`config.mk`:
```
export PLATFORM = sky130hd
export DESIGN_NAME = regfile_multiport_sb_flat
export DESIGN_NICKNAME = d
export VERILOG_FILES = /design/src/rtl/regfile_multiport_sb_if.sv /design/src/rtl/regfile_multiport_sb.sv /design/src/flat_wrapper.sv
export SDC_FILE = /design/constraint.sdc
export NUM_CORES = 2
export LEC_CHECK = 0
export CORE_MARGIN = 4
export CORE_UTILIZATION = 50
export DETAILED_ROUTE_END_ITERATION = 10
export GPL_TIMING_DRIVEN = 0
export HOLD_SLACK_MARGIN = 0.02
export PLACE_DENSITY = 0.68
export SLEW_MARGIN = 20
export SYNTH_ARGS = -nofsm -noshare
export SYNTH_HDL_FRONTEND = slang
export SYNTH_SLANG_ARGS = --single-unit
```
`constraint.sdc`:
```
create_clock -name clk -period 4.85 [get_ports clk]
set_clock_uncertainty 0.1 [all_clocks]
set_input_delay 0.97 -clock clk [delete_from_list [all_inputs] [get_ports clk]]
set_output_delay 0.97 -clock clk [all_outputs]
set_load 0.02 [all_outputs]
```
`src/rtl/regfile_multiport_sb_if.sv`:
```
// Register-file bundle between decode/register-read and writeback: read ports, write port, reserve port, clear.
interface regfile_multiport_sb_if #(
  parameter int DATA_WIDTH     = 32,
  parameter int NUM_REGS       = 16,
  parameter int NUM_READ_PORTS = 3,
  parameter int SEL_W          = $clog2(NUM_REGS)
);
  logic                                 clear_req;
  logic                                 ready;
  logic [NUM_READ_PORTS-1:0]            rd_en;
  logic [NUM_READ_PORTS*SEL_W-1:0]      rd_sel;
  logic [NUM_READ_PORTS*DATA_WIDTH-1:0] rd_data;
  logic [NUM_READ_PORTS-1:0]            rd_busy;
  logic                                 wr_en;
  logic [SEL_W-1:0]                     wr_sel;
  logic [DATA_WIDTH-1:0]                wr_data;
  logic                                 rsv_en;
  logic [SEL_W-1:0]                     rsv_sel;
  logic [NUM_REGS-1:0]                  busy_vec;

  modport master (
    output clear_req, rd_en, rd_sel, wr_en, wr_sel, wr_data, rsv_en, rsv_sel,
    input  ready, rd_data, rd_busy, busy_vec
  );

  modport slave (
    input  clear_req, rd_en, rd_sel, wr_en, wr_sel, wr_data, rsv_en, rsv_sel,
    output ready, rd_data, rd_busy, busy_vec
  );
endinterface

```
`src/rtl/regfile_multiport_sb.sv`:
```
// Multi-read-port register file with pending-write scoreboard and a zeroing sweep after reset/clear.
// Reads registered (1 cycle) with same-cycle write bypass; no backpressure, callers gate on ready.
module regfile_multiport_sb #(
  parameter int DATA_WIDTH     = 32,
  parameter int NUM_REGS       = 16,
  parameter int NUM_READ_PORTS = 3,
  parameter int ZERO_REG       = 1,
  parameter int SEL_W          = $clog2(NUM_REGS)
) (
  input logic                   clk,
  input logic                   rst,
  regfile_multiport_sb_if.slave bus
);
  localparam logic [SEL_W-1:0] LAST_IDX = SEL_W'(NUM_REGS - 1);

  typedef enum logic {ST_CLEAR, ST_READY} state_t;

  state_t                                   state, state_nxt;
  logic [SEL_W-1:0]                         idx;
  logic                                     ready, sweep_we, wr_ok, rsv_ok;
  logic [NUM_REGS-1:0]                      busy_q, busy_nxt;
  logic [DATA_WIDTH-1:0]                    mem [NUM_REGS];
  logic [NUM_READ_PORTS-1:0][DATA_WIDTH-1:0] rd_q, rd_nxt;
  logic [NUM_READ_PORTS-1:0]                rb_q, rb_nxt;
  logic [SEL_W-1:0]                         rsel;

  // Out-of-range selects and the hardwired zero register are neither stored nor tracked.
  function automatic logic sel_ok(input logic [SEL_W-1:0] s);
    return (int'(s) < NUM_REGS) && !((ZERO_REG != 0) && (s == '0));
  endfunction

  always_ff @(posedge clk or posedge rst) begin
    if (rst) state <= ST_CLEAR;
    else     state <= state_nxt;
  end

  always_comb begin
    state_nxt = state;
    case (state)
      ST_CLEAR: if (idx == LAST_IDX) state_nxt = ST_READY;
      ST_READY: if (bus.clear_req)   state_nxt = ST_CLEAR;
      default:                       state_nxt = ST_CLEAR;
    endcase
  end

  always_comb begin
    ready    = (state == ST_READY);
    sweep_we = (state == ST_CLEAR);
    wr_ok    = ready && !bus.clear_req && bus.wr_en  && sel_ok(bus.wr_sel);
    rsv_ok   = ready && !bus.clear_req && bus.rsv_en && sel_ok(bus.rsv_sel);
  end

  // Sweep index parks at 0 outside CLEAR so a new clear always starts from the bottom.
  always_ff @(posedge clk or posedge rst) begin
    if (rst)                              idx <= '0;
    else if (sweep_we && idx != LAST_IDX) idx <= idx + SEL_W'(1);
    else                                  idx <= '0;
  end

  always_ff @(posedge clk) begin
    if (sweep_we)   mem[idx]        <= '0;
    else if (wr_ok) mem[bus.wr_sel] <= bus.wr_data;
  end

  // Reserve is applied after the write-clear so a new producer wins on a collision.
  always_comb begin
    busy_nxt = busy_q;
    if (!ready || bus.clear_req) begin
      busy_nxt = '0;
    end else begin
      if (wr_ok)  busy_nxt[bus.wr_sel]  = 1'b0;
      if (rsv_ok) busy_nxt[bus.rsv_sel] = 1'b1;
    end
  end

  always_ff @(posedge clk or posedge rst) begin
    if (rst) busy_q <= '0;
    else     busy_q <= busy_nxt;
  end

  always_comb begin
    rd_nxt = '0;
    rb_nxt = '0;
    rsel   = '0;
    for (int i = 0; i < NUM_READ_PORTS; i++) begin
      rsel = bus.rd_sel[i*SEL_W +: SEL_W];
      if (ready && sel_ok(rsel)) begin
        rd_nxt[i] = (wr_ok && bus.wr_sel == rsel) ? bus.wr_data : mem[rsel];
        rb_nxt[i] = busy_nxt[rsel];
      end
    end
  end

  always_ff @(posedge clk or posedge rst) begin
    if (rst) begin
      rd_q <= '0;
      rb_q <= '0;
    end else begin
      for (int i = 0; i < NUM_READ_PORTS; i++) begin
        if (bus.rd_en[i]) begin
          rd_q[i] <= rd_nxt[i];
          rb_q[i] <= rb_nxt[i];
        end
      end
    end
  end

  assign bus.ready    = ready;
  assign bus.busy_vec = busy_q;
  assign bus.rd_data  = rd_q;
  assign bus.rd_busy  = rb_q;
endmodule
```
`src/flat_wrapper.sv`:
```
// flat-port wrapper written by rule: the top's interface ports become plain ports
module regfile_multiport_sb_flat 
#(
  parameter int DATA_WIDTH     = 32,
  parameter int NUM_REGS       = 16,
  parameter int NUM_READ_PORTS = 3,
  parameter int ZERO_REG       = 1,
  parameter int SEL_W          = $clog2(NUM_REGS)
)
  (clk, rst, bus_clear_req, bus_rd_en, bus_rd_sel, bus_wr_en, bus_wr_sel, bus_wr_data, bus_rsv_en, bus_rsv_sel, bus_ready, bus_rd_data, bus_rd_busy, bus_busy_vec);
  regfile_multiport_sb_if #(.DATA_WIDTH(DATA_WIDTH), .NUM_REGS(NUM_REGS), .NUM_READ_PORTS(NUM_READ_PORTS), .SEL_W(SEL_W)) bus_i ();
  input logic clk;
  input logic rst;
  input wire logic [$bits(bus_i.clear_req)-1:0] bus_clear_req;
  input wire logic [$bits(bus_i.rd_en)-1:0] bus_rd_en;
  input wire logic [$bits(bus_i.rd_sel)-1:0] bus_rd_sel;
  input wire logic [$bits(bus_i.wr_en)-1:0] bus_wr_en;
  input wire logic [$bits(bus_i.wr_sel)-1:0] bus_wr_sel;
  input wire logic [$bits(bus_i.wr_data)-1:0] bus_wr_data;
  input wire logic [$bits(bus_i.rsv_en)-1:0] bus_rsv_en;
  input wire logic [$bits(bus_i.rsv_sel)-1:0] bus_rsv_sel;
  output wire logic [$bits(bus_i.ready)-1:0] bus_ready;
  output wire logic [$bits(bus_i.rd_data)-1:0] bus_rd_data;
  output wire logic [$bits(bus_i.rd_busy)-1:0] bus_rd_busy;
  output wire logic [$bits(bus_i.busy_vec)-1:0] bus_busy_vec;
  assign bus_i.clear_req = bus_clear_req;
  assign bus_i.rd_en = bus_rd_en;
  assign bus_i.rd_sel = bus_rd_sel;
  assign bus_i.wr_en = bus_wr_en;
  assign bus_i.wr_sel = bus_wr_sel;
  assign bus_i.wr_data = bus_wr_data;
  assign bus_i.rsv_en = bus_rsv_en;
  assign bus_i.rsv_sel = bus_rsv_sel;
  assign bus_ready = bus_i.ready;
  assign bus_rd_data = bus_i.rd_data;
  assign bus_rd_busy = bus_i.rd_busy;
  assign bus_busy_vec = bus_i.busy_vec;
  regfile_multiport_sb #(.DATA_WIDTH(DATA_WIDTH), .NUM_REGS(NUM_REGS), .NUM_READ_PORTS(NUM_READ_PORTS), .ZERO_REG(ZERO_REG), .SEL_W(SEL_W)) u_core (.clk(clk), .rst(rst), .bus(bus_i));
endmodule
```
==> impl_metrics.ini <==
[setup_path]
crit_type = in -> reg
crit_arrival_ns = 4.76
path_buf_inv = 4
max_stage_delay_ns = 0.99
rrSetupSlack_ns = 1.17
cp_max_fo = 10
reg2regPathDepth = 9
cp-end-kind = flip-flop
cp_top_family = buffers and inverters
cp_cell_sequence = clkdlybuf4s50_1 > o311a_1 > clkbuf_1 > nor2b_1 > clkbuf_1 > clkbuf_1 > nand2_1 > nand3_1
crit_path_frequent_cell = clkbuf_1
critPathLaunchType = primary input
cp_num_cells = 8
cp_slowest_cell = clkdlybuf4s50_1
critPathRequiredTime_ns = 5.28

[logic_synthesis]
synth_ff_type = edfxtp_1
netlist_area_um2 = 33700
synth_seq_cells = 632
synth_nets = 1979
synth_edf_count = 512
synth_top_area_cell = edfxtp_1
netlist_instances = 1918
synth_area_per_cell_um2 = 17.6
synth.distinct_cells = 61
yosysWarnings = 0
synth_seq_area_share_pct = 54.6
synth_top_area_share_pct = 45.6
ys_async_sr_fraction_pct = 19.0
synthTopCellsByArea = edfxtp_1 46%, mux4_2 32%, dfrtp_1 8.9%

[placed_design]
hpwl_um = 80000
post_dp_cell_area_um2 = 37300
gp_congestion = 0.923
portBuffers = 165
place_ws_ns = 0.114

[clock_tree]
ctsRootBufferMaster = clkbuf_16
post_cts_buffers = 0
cts.reportedPaths.clkPinSlew_ns = 0.06
cts.sink_count = 632
htree_levels = 3
cts_hold_buf = 0
clock_latency_ns = 0.62
clockBufferDepth = 3
cts_buffers = 71
post_cts_resized = 0
tritoncts = built

[final_layout]
design_area_um2 = 39800
final_nets = 2252
layout-drive-gt1-share_pct = 32.2
area.sequential_um2 = 18400
syn2layout_area_growth_pct = 18.2
fillers = 4795
multi_input_area_um2 = 14400

[timing]
worst_slack_ns = 0.521
tightest_slew_ns = 1.27
whs_ns = 0.382
hold_viol = 0
relSlewSlack_pct = 15.5
fmax_ghz = 0.231
setup_violations = 0
min_period_over_period_pct = 89.3
rsz0062_at_grt = no
layout_min_cycle_time_ns = 4.33
setup_tns_ns = 0
slew_violations = 0

[floorplan]
io_pins = 176
die_x_um = 268
rows = 94
dieArea_um2 = 71600
fp.dieH_um = 268
initial_core_util_pct = 50.9
coreArea_um2 = 66200

[global_route]
antenna_found_initial = 2
grt_usage_pct = 33.0
grt_overflow = 0
grt_pass1_vias = 23100
grt_max_degree = 75
grt_pass1_wl_um = 165000

[drt]
drt-pass1-iter-count = 6
num_vias = 22800
drt_iter0_markers = 3375
routed_wirelength_um = 118000
viasPerCell = 7.30
ant_nets = 0
wl_per_cell_um = 37.8
drcViolationCount = 0

[pwr]
irDropWorstVdd_v = 0.000269
power_density_nw_per_um2 = 441
leakage_nw = 13.7

[min_path]
hold_class = reg -> reg
hold-path-cell-count = 2

[run]
drv_cap = 0

[outcome]
outcome = finished, final reports clean
cell usage in the layout, fill, tap and decap left out, types with 17 or more instances in the layout:
cell type	Yosys	final
and2_1	39	39
clkdlybuf4s50_1	0	165
mux4_2	480	480
o22ai_1	33	33
nand2_1	92	92
edfxtp_1	512	512
mux2i_1	34	34
clkbuf_16	0	75
dfrtp_1	120	120
buf_16	0	17
nor2_1	42	26
buf_2	47	48
inv_1	40	39
nand3_1	146	146
clkbuf_1	81	91
nand2b_1	77	77
cell families after synthesis:
kind of cell / count (synthesis) / share of synthesized area [%]
xor gates and xnor gates: 13 / 0.338
muxes: 514 / 33.1
and+or+nand+nor: 443 / 6.79
DFF: 632 / 54.6
adders and majority gates: 1 / 0.0371
AOI/OAI and AO/OA: 108 / 2.24
buffers and inverters: 207 / 2.94
stage by stage:
stage | utilization, % | cells | total power (W)
final | 60.1 | 3116 | 0.0175
after global routing | 60.1 | 3113 | 0.0180
after CTS | 60.1 | 3112 | 0.0175
after detailed placement | 56.4 | 2981 | 0.0118
after global placement | 55.0 | 2947 | 0.0112
after floorplan | - | 1918 | 0.00973
worst paths after layout:
path	from	endpoint
worst max-delay path	bus_rd_en[1]	u_core.bus.rd_data[48]
worst min-delay path	u_core.bus.rd_data[71]	u_core.bus.rd_data[71]
worst max register to register	u_core.bus.ready	u_core.bus.rd_data[48]
worst min register to register	u_core.bus.rd_data[71]	u_core.bus.rd_data[71]
max in group asynchronous	rst	u_core.bus.rd_data[57]
min in group asynchronous	rst	u_core.bus.busy_vec[7]
registers in the layout, indices dropped and copies added (netlist names):
name                 cells
u_core.bus.busy_vec     16
u_core.bus.rd_busy       3
u_core.bus.rd_data      96
u_core.bus.ready         1
u_core.idx               4
u_core.mem             512
final cells by class:
| class | count | area share, % |
|---|---|---|
| Sequential cell | 632 | 46.1 |
| Clock buffer | 89 | 4.92 |
| Tap cell | 864 | 2.71 |
| Clock inverter | 42 | 1.25 |
| Timing Repair Buffer | 200 | 6.17 |
| Inverter | 40 | 0.396 |
| Multi-Input combinational cell | 1079 | 36.3 |
| Antenna cell | 3 | 0.0188 |
| Buffer | 167 | 2.12 |
worst reg2reg max path: stages (launching register included):
cell	delay, ns
dfrtp_1	0.44
and3b_1	0.18
clkbuf_1	0.27
o41ai_2	0.27
nor2_1	0.97
nor2b_1	0.09
clkbuf_1	0.30
clkbuf_1	0.51
nand2_1	0.32
nand3_1	0.10
Yosys cell counts (all sizes together) (4+ instances only):
library cell,n
a21oi,13
a22oi,6
and2,39
buf,86
clkbuf,81
dfrtp,120
edfxtp,512
inv,40
mux2i,34
mux4,480
nand2,92
nand2b,77
nand3,146
nand3b,4
nand4,4
nand4b,6
nor2,42
nor2b,10
nor3,6
nor3b,4
o211ai,10
o21ai,12
o22ai,33
xnor2,9
xor2,4
layer usage:
layer	up-vias	global-route usage, %	wire length, um
li1	8623	-	-
met1	11600	42.2	39200
met2	2066	52.0	55500
met3	415	10.3	16100
met4	2	16.1	6850
met5	-	0	38
power by group:
part,total [W],leakage (nW),switching (W),internal (W)
clock,0.00576,1.21,0.00230,0.00346
combinational,0.00435,6.02,0.00235,0.00200
sequential,0.00744,6.46,0.000532,0.00691
(Power assumes the default switching activity.)
